`src/rtl/div_radix2_if.sv`:
```
// div_radix2_if -- request/result bundle between the ALU and the radix-2 divider.
//
// Signals:
//   alucontrol  [7:0]         operation code (signed DIV vs unsigned DIVU)
//   opdata1_i   [DATA_W-1:0]  dividend
//   opdata2_i   [DATA_W-1:0]  divisor
//   start_i                   division request, held by the ALU until ready_o
//   annul_i                   cancel an in-flight division
//   result_o    [2*DATA_W-1:0] {remainder, quotient}
//   ready_o                   result valid
//
// Modports: master = ALU side (drives request), slave = divider side.
interface div_radix2_if #(
  parameter int DATA_W = 32
);
  logic [7:0]          alucontrol;
  logic [DATA_W-1:0]   opdata1_i;
  logic [DATA_W-1:0]   opdata2_i;
  logic                start_i;
  logic                annul_i;
  logic [2*DATA_W-1:0] result_o;
  logic                ready_o;

  modport master (
    output alucontrol, opdata1_i, opdata2_i, start_i, annul_i,
    input  result_o, ready_o
  );

  modport slave (
    input  alucontrol, opdata1_i, opdata2_i, start_i, annul_i,
    output result_o, ready_o
  );
endinterface

```
`src/rtl/div_radix2.sv`:
```
// div_radix2 -- iterative radix-2 restoring divider for the EXE-stage DIV/DIVU.
//
// One quotient bit per clock. A request is accepted in FREE, the operands are
// reduced to magnitudes (signed ops), 32 restoring steps run in ON, the sign is
// fixed on the last step and {remainder, quotient} is held in END until the ALU
// drops start_i. A zero divisor skips the iteration and returns 0.
//
// Ports:
//   clk   rising-edge clock
//   rst   asynchronous active-high reset
//   bus   div_radix2_if.slave (alucontrol, opdata1_i, opdata2_i, start_i,
//         annul_i in; result_o, ready_o out -- both registered)
module div_radix2 #(
  parameter int          DATA_W     = 32,
  parameter logic [7:0]  EXE_DIV_OP = 8'b0001_1010  // any other code divides unsigned
) (
  input  logic          clk,
  input  logic          rst,
  div_radix2_if.slave   bus
);

  localparam int                CNT_W = $clog2(DATA_W);
  localparam logic [CNT_W-1:0]  LAST  = CNT_W'(DATA_W - 1);

  typedef enum logic [1:0] {
    S_FREE   = 2'd0,
    S_BYZERO = 2'd1,
    S_ON     = 2'd2,
    S_END    = 2'd3
  } state_t;

  state_t                state_q;
  logic [CNT_W-1:0]      cnt_q;
  // Holds the dividend magnitude; quotient bits shift in from the LSB as the
  // dividend bits shift out of the MSB, so one register serves both.
  logic [DATA_W-1:0]     dividend_q;
  logic [DATA_W-1:0]     divisor_q;
  logic [DATA_W-1:0]     rem_q;
  logic                  neg_quo_q;
  logic                  neg_rem_q;
  logic [2*DATA_W-1:0]   result_q;
  logic                  ready_q;

  logic                  is_signed_s;
  logic [DATA_W-1:0]     mag1_s;
  logic [DATA_W-1:0]     mag2_s;
  logic [DATA_W:0]       trial_s;
  logic [DATA_W-1:0]     rem_d;
  logic [DATA_W-1:0]     quo_d;
  logic [DATA_W-1:0]     quo_fix_s;
  logic [DATA_W-1:0]     rem_fix_s;

  assign bus.result_o = result_q;
  assign bus.ready_o  = ready_q;

  // Operand magnitudes at acceptance and one restoring step of the datapath.
  always_comb begin
    is_signed_s = (bus.alucontrol == EXE_DIV_OP);
    mag1_s      = (is_signed_s && bus.opdata1_i[DATA_W-1]) ? -bus.opdata1_i : bus.opdata1_i;
    mag2_s      = (is_signed_s && bus.opdata2_i[DATA_W-1]) ? -bus.opdata2_i : bus.opdata2_i;

    // 33-bit trial: partial remainder can reach 2*divisor-1 after the shift.
    trial_s = {rem_q, dividend_q[DATA_W-1]} - {1'b0, divisor_q};
    if (!trial_s[DATA_W]) begin
      rem_d = trial_s[DATA_W-1:0];
      quo_d = {dividend_q[DATA_W-2:0], 1'b1};
    end else begin
      rem_d = {rem_q[DATA_W-2:0], dividend_q[DATA_W-1]};
      quo_d = {dividend_q[DATA_W-2:0], 1'b0};
    end

    quo_fix_s = neg_quo_q ? -quo_d : quo_d;
    rem_fix_s = neg_rem_q ? -rem_d : rem_d;
  end

  // Control FSM with datapath registers and registered outputs.
  always_ff @(posedge clk or posedge rst) begin
    if (rst) begin
      state_q    <= S_FREE;
      cnt_q      <= '0;
      dividend_q <= '0;
      divisor_q  <= '0;
      rem_q      <= '0;
      neg_quo_q  <= 1'b0;
      neg_rem_q  <= 1'b0;
      result_q   <= '0;
      ready_q    <= 1'b0;
    end else begin
      case (state_q)
        S_FREE: begin
          ready_q  <= 1'b0;
          result_q <= '0;
          if (bus.start_i && !bus.annul_i) begin
            neg_quo_q  <= is_signed_s && (bus.opdata1_i[DATA_W-1] ^ bus.opdata2_i[DATA_W-1]);
            neg_rem_q  <= is_signed_s && bus.opdata1_i[DATA_W-1];
            dividend_q <= mag1_s;
            divisor_q  <= mag2_s;
            rem_q      <= '0;
            cnt_q      <= '0;
            state_q    <= (bus.opdata2_i == '0) ? S_BYZERO : S_ON;
          end else begin
            state_q <= S_FREE;
          end
        end

        S_ON: begin
          if (bus.annul_i) begin
            cnt_q   <= '0;
            state_q <= S_FREE;
          end else begin
            rem_q      <= rem_d;
            dividend_q <= quo_d;
            if (cnt_q == LAST) begin
              result_q <= {rem_fix_s, quo_fix_s};
              ready_q  <= 1'b1;
              cnt_q    <= '0;
              state_q  <= S_END;
            end else begin
              cnt_q <= cnt_q + 1'b1;
            end
          end
        end

        // Two cycles in BYZERO so the zero result appears on the second edge
        // after acceptance; cnt_q marks the first of those cycles.
        S_BYZERO: begin
          if (bus.annul_i) begin
            cnt_q   <= '0;
            state_q <= S_FREE;
          end else if (cnt_q == '0) begin
            cnt_q <= {{(CNT_W-1){1'b0}}, 1'b1};
          end else begin
            cnt_q    <= '0;
            result_q <= '0;
            ready_q  <= 1'b1;
            state_q  <= S_END;
          end
        end

        // Result is committed here, so annul_i has no effect.
        S_END: begin
          if (!bus.start_i) begin
            ready_q  <= 1'b0;
            result_q <= '0;
            state_q  <= S_FREE;
          end else begin
            state_q <= S_END;
          end
        end

        default: begin
          cnt_q    <= '0;
          ready_q  <= 1'b0;
          result_q <= '0;
          state_q  <= S_FREE;
        end
      endcase
    end
  end

endmodule

```
`src/flat_wrapper.sv`:
```
// flat-port wrapper written by rule: the top's interface ports become plain ports
module div_radix2_flat 
#(
  parameter int          DATA_W     = 32,
  parameter logic [7:0]  EXE_DIV_OP = 8'b0001_1010                                    
)
  (clk, rst, bus_alucontrol, bus_opdata1_i, bus_opdata2_i, bus_start_i, bus_annul_i, bus_result_o, bus_ready_o);
  div_radix2_if #(.DATA_W(DATA_W)) bus_i ();
  input  logic clk;
  input  logic rst;
  input wire logic [$bits(bus_i.alucontrol)-1:0] bus_alucontrol;
  input wire logic [$bits(bus_i.opdata1_i)-1:0] bus_opdata1_i;
  input wire logic [$bits(bus_i.opdata2_i)-1:0] bus_opdata2_i;
  input wire logic [$bits(bus_i.start_i)-1:0] bus_start_i;
  input wire logic [$bits(bus_i.annul_i)-1:0] bus_annul_i;
  output wire logic [$bits(bus_i.result_o)-1:0] bus_result_o;
  output wire logic [$bits(bus_i.ready_o)-1:0] bus_ready_o;
  assign bus_i.alucontrol = bus_alucontrol;
  assign bus_i.opdata1_i = bus_opdata1_i;
  assign bus_i.opdata2_i = bus_opdata2_i;
  assign bus_i.start_i = bus_start_i;
  assign bus_i.annul_i = bus_annul_i;
  assign bus_result_o = bus_i.result_o;
  assign bus_ready_o = bus_i.ready_o;
  div_radix2 #(.DATA_W(DATA_W), .EXE_DIV_OP(EXE_DIV_OP)) u_core (.clk(clk), .rst(rst), .bus(bus_i));
endmodule
```
`config.mk`:
```
export PLATFORM = sky130hd
export DESIGN_NAME = div_radix2_flat
export DESIGN_NICKNAME = d
export VERILOG_FILES = /design/src/rtl/div_radix2_if.sv /design/src/rtl/div_radix2.sv /design/src/flat_wrapper.sv
export SDC_FILE = /design/constraint.sdc
export NUM_CORES = 1
export LEC_CHECK = 0
export BUFFER_PORTS_ARGS = -buffer_cell sky130_fd_sc_hd__buf_2
export CAP_MARGIN = 30
export CORE_ASPECT_RATIO = 0.7
export CORE_MARGIN = 8
export CORE_UTILIZATION = 45
export CTS_CLUSTER_SIZE = 8
export DETAILED_ROUTE_END_ITERATION = 12
export PLACE_DENSITY = 0.67
export SLEW_MARGIN = 20
export SYNTH_ARGS = -nofsm -noshare
export SYNTH_HDL_FRONTEND = slang
export SYNTH_SLANG_ARGS = --single-unit
export TNS_END_PERCENT = 20
```
`constraint.sdc`:
```
create_clock -name clk -period 5.5 [get_ports clk]
set_input_delay 0.55 -clock clk [delete_from_list [all_inputs] [get_ports clk]]
set_output_delay 0.55 -clock clk [all_outputs]
set_load 0.02 [all_outputs]
```
==> key figures <==
STA
  – Max Slew Vio Count: 0
  – Slew HR: a little under two fifths
  – Final WS setup: between 0.5 and 0.6 ns
  – RSZ-0062 raised after global routing: false
  – Final setup fails: 0
  – Worst-margin pin slew: around 0.93 ns
  – Setup TNS Final: 0 ns
  – Hold slack: between 0.05 and 0.06 ns
  – Final hold viol count: 0
  – Final worst-path cycle share: 90.8%
  – Layout Skew: 0.0136 ns
  – Fmax: 0.200 GHz
  – Crit path time final: between 4 and 5 ns

Synth
  – Synthesized Nets: about 1600
  – Register area share after synthesis: 35.1%
  – Post-Syn Instances: roughly 1500
  – Yosys cell types: 82
  – Yosys Warn Count: 0
  – Post-synth top flop: dfrtp_1
  – Yosys reg bits: 170
  – Post-Synthesis Cell Area: between 10000 and 15000 µm²
  – Async S/R FF share, synth: 100%
  – Post-synth EDFFs: 0
  – Post-Syn Area per Cell: 8.20 µm²

Routing
  – Post-route ant nets: 0
  – DR vias: 11100
  – # DRC: 0
  – WL/cell: roughly 19 µm
  – TritonRoute pass-1 iters: 6
  – DR vias/cell: about 5.7
  – Final wirelength: around 37000 µm
  – Drt initial violations: ~1400

Clocking
  – H-tree lvl count: 4
  – TritonCTS Buffers: 17
  – Clk sinks: 170
  – Clock latency on the worst-skew pair: 0.44 ns
  – CTS root buffer: clkbuf_16
  – Clock Path Buffers: 2
  – Post-CTS Resized: 0
  – CTS tree: built
  – Hold buffer count at cts: 0
  – Post-CTS Setup Inserts: 0
  – Reg clk slew, reported paths: approximately 0.07 ns

GRT
  – First-pass GRT wire length: slightly below 60000 µm
  – Met1 usage: a little under two fifths
  – GR Layer Usage met3: between 7 and 8%
  – Initial antenna violation count: 3
  – GR Util All Layers: ~23%
  – Met2 usage: a little over a quarter
  – Number of global-route vias before repair: about 10000
  – GRT busiest layer: met1
  – GRT overflow: 0
  – Largest net degree at the start of global routing: just under 100

Critical path
  – CP Class: reg2reg
  – Critical Path Source Type: flop
  – CP Capture Type: flop
  – Critical path destination: u_core.bus.result_o[56]
  – R2r setup slk: 0.51 ns
  – Critical Path Source: u_core.dividend_q[31]
  – Worst r2r dst: u_core.bus.result_o[56]
  – WP data required: 5.80 ns
  – Worst EP arrival: between 5 and 6 ns
  – RR Startpoint: u_core.dividend_q[31]
  – Crit-path max FO: 6
  – Worst-case reg-to-reg path depth: 20

Layout
  – Ant. Diodes: 0
  – Design Area, Final: 13700 µm²
  – Fin nets: 1695
  – Area Overhead vs Synth: 12.7%
  – Share of cells above drive strength 1: between 10 and 15%

Min path
  – HP Class: in2async

Power
  – Design Power: roughly 5.9 mW
  – P per Cell Area: roughly 430 nW/µm²
  – Leak: 6.04 nW
  – Max VDD drop: between 0.2 and 0.3 mV

Floorplanning
  – IO Pins: ~140
  – Core area: 26600 µm²
  – Die outline height: 153 µm
  – Cell Rows: 50
  – DIE AREA: about 33000 µm²
  – Initial Util: a little under half
  – Die X: between 200 and 250 µm

Placement
  – PortBufs: 140
  – Dpl hpwl: roughly 29000 µm
  – Gp weighted congestion: 0.913
  – Placed Area: approximately 13000 µm²
  – Place WS: 0.542 ns

Job
  – Max-cap viol count: 0

Outcome
  – Status: complete, no violations
Yosys cell counts, types with 3 or more instances:
library cell | instances | share of area, %
a21o_1 | 13 | 0.80
mux2i_1 | 29 | 2.4
dfrtp_1 | 170 | 35
buf_6 | 3 | 0.28
buf_2 | 16 | 0.66
ha_1 | 45 | 4.6
o31ai_1 | 31 | 1.9
o211ai_1 | 9 | 0.56
nor4_2 | 3 | 0.31
inv_1 | 55 | 1.7
xnor2_1 | 54 | 3.9
nand3b_1 | 5 | 0.31
or2_2 | 7 | 0.36
and4_1 | 3 | 0.22
o21ai_1 | 17 | 0.70
a31oi_1 | 8 | 0.41
a211oi_2 | 4 | 0.41
and2_1 | 9 | 0.46
nor4_1 | 16 | 0.83
nor3b_1 | 3 | 0.19
nand3_1 | 20 | 0.83
a211oi_1 | 4 | 0.25
nand2b_1 | 8 | 0.41
clkbuf_1 | 53 | 1.6
nand2_1 | 243 | 7.5
o21bai_1 | 6 | 0.37
o21a_1 | 3 | 0.19
o41ai_2 | 4 | 0.54
o21ai_0 | 202 | 8.3
or3_1 | 30 | 1.5
nor2_1 | 97 | 3.0
or4_1 | 7 | 0.43
buf_1 | 5 | 0.15
xor2_1 | 88 | 6.4
nor2b_1 | 6 | 0.31
o41ai_1 | 10 | 0.72
nand4_1 | 8 | 0.41
nor4b_1 | 3 | 0.22
a21oi_1 | 95 | 3.9
and3_1 | 4 | 0.21
nor3_1 | 25 | 1.0
power by group:
group	leakage [nW]	internal, mW	switching [mW]	total, mW
clock network	0.273	0.682	0.532	1.21
registers	2.27	1.59	0.354	1.94
logic	3.50	0.864	1.87	2.74
how the worst min path moves through the flow:
stage	startpoint	end	slack, ns	depth (start not counted)
2_1_floorplan	u_core.divisor_q[10]	u_core.divisor_q[10]	0.45	2
3_3_place_gp	u_core.bus.result_o[40]	u_core.bus.result_o[40]	0.46	2
3_5_place_dp	u_core.bus.result_o[49]	u_core.bus.result_o[49]	0.47	2
4_1_cts	rst	u_core.dividend_q[17]	0.36	2
5_1_grt	rst	u_core.dividend_q[18]	0.05	2
6_report	rst	u_core.dividend_q[18]	0.05	2
state kept, by name, summed over array words and instances, names as in the netlist:
signal and cells:
u_core.rem_q 32, u_core.neg_quo_q 1, u_core.cnt_q 5, u_core.neg_rem_q 1, u_core.dividend_q 32, u_core.state_q 2
u_core.bus.result_o 64, u_core.bus.ready_o 1, u_core.divisor_q 32
cell usage in the layout (no fill, tap or decap), drive strengths merged, types with 6 or more instances in the layout:
master / instances
o21bai: 6
a211oi: 8
mux2i: 29
nand3: 21
a21o: 13
or2: 7
o31ai: 33
nand2: 243
a21oi: 96
xnor2: 56
xor2: 88
clkbuf: 18
ha: 45
o41ai: 15
nand2b: 8
nor3: 26
nor4: 20
or3: 32
nor2: 97
a31oi: 9
or4: 7
o21ai: 220
buf: 153
and2: 11
dfrtp: 170
nor2b: 6
inv: 59
o211ai: 11
nand4: 8
layout make-up:
type | count | area, µm²
Clock buffer | 18 | 439
Sequential cell | 170 | 4250
Inverter | 56 | 220
Clock inverter | 13 | 145
Tap cell | 364 | 455
Fill cell | 2515 | 12900
Timing Repair Buffer | 153 | 826
Multi-Input combinational cell | 1175 | 7340
logic make-up after synthesis:
logic type / share of synthesized area [%]
buffers and inverters: 4.55
XOR/XNOR: 10.6
AND/OR/NAND/NOR: 19.9
multiplexers: 2.49
AO/OA/AOI/OAI: 22.6
adder cells (fa/ha/maj): 4.81
flip-flops: 35.1
metal layers:
metal,up-vias,wire (µm)
li1,5411,-
met5,-,45
met2,455,13000
met1,5207,19600
met3,23,3930
met4,6,247
through the flow:
| step | instances | util, % |
|---|---|---|
| after detailed placement | 1916 | 49.1 |
| after floorplan | 1479 | - |
| final | 1949 | 51.4 |
| after CTS | 1947 | 51.3 |
| after global routing | 1949 | 51.4 |
| after global placement | 1916 | 49.1 |
critical path, stage by stage (launching register included):
cell and delay, ns:
dfrtp_1 0.43, inv_1 0.08, ha_1 0.15, inv_1 0.05, fa_1 0.41, a211oi_2 0.36, o211ai_2 0.18, nand3_2 0.14
a2111oi_4 0.09, nor3_4 0.29, xnor2_4 0.14, inv_6 0.09, mux2i_1 0.29, ha_1 0.24, inv_1 0.07, or4b_2 0.69
mux2i_1 0.32, o21ai_2 0.18, o41ai_2 0.39, xnor2_1 0.18, o31ai_2 0.07
(Power assumes the default switching activity.)
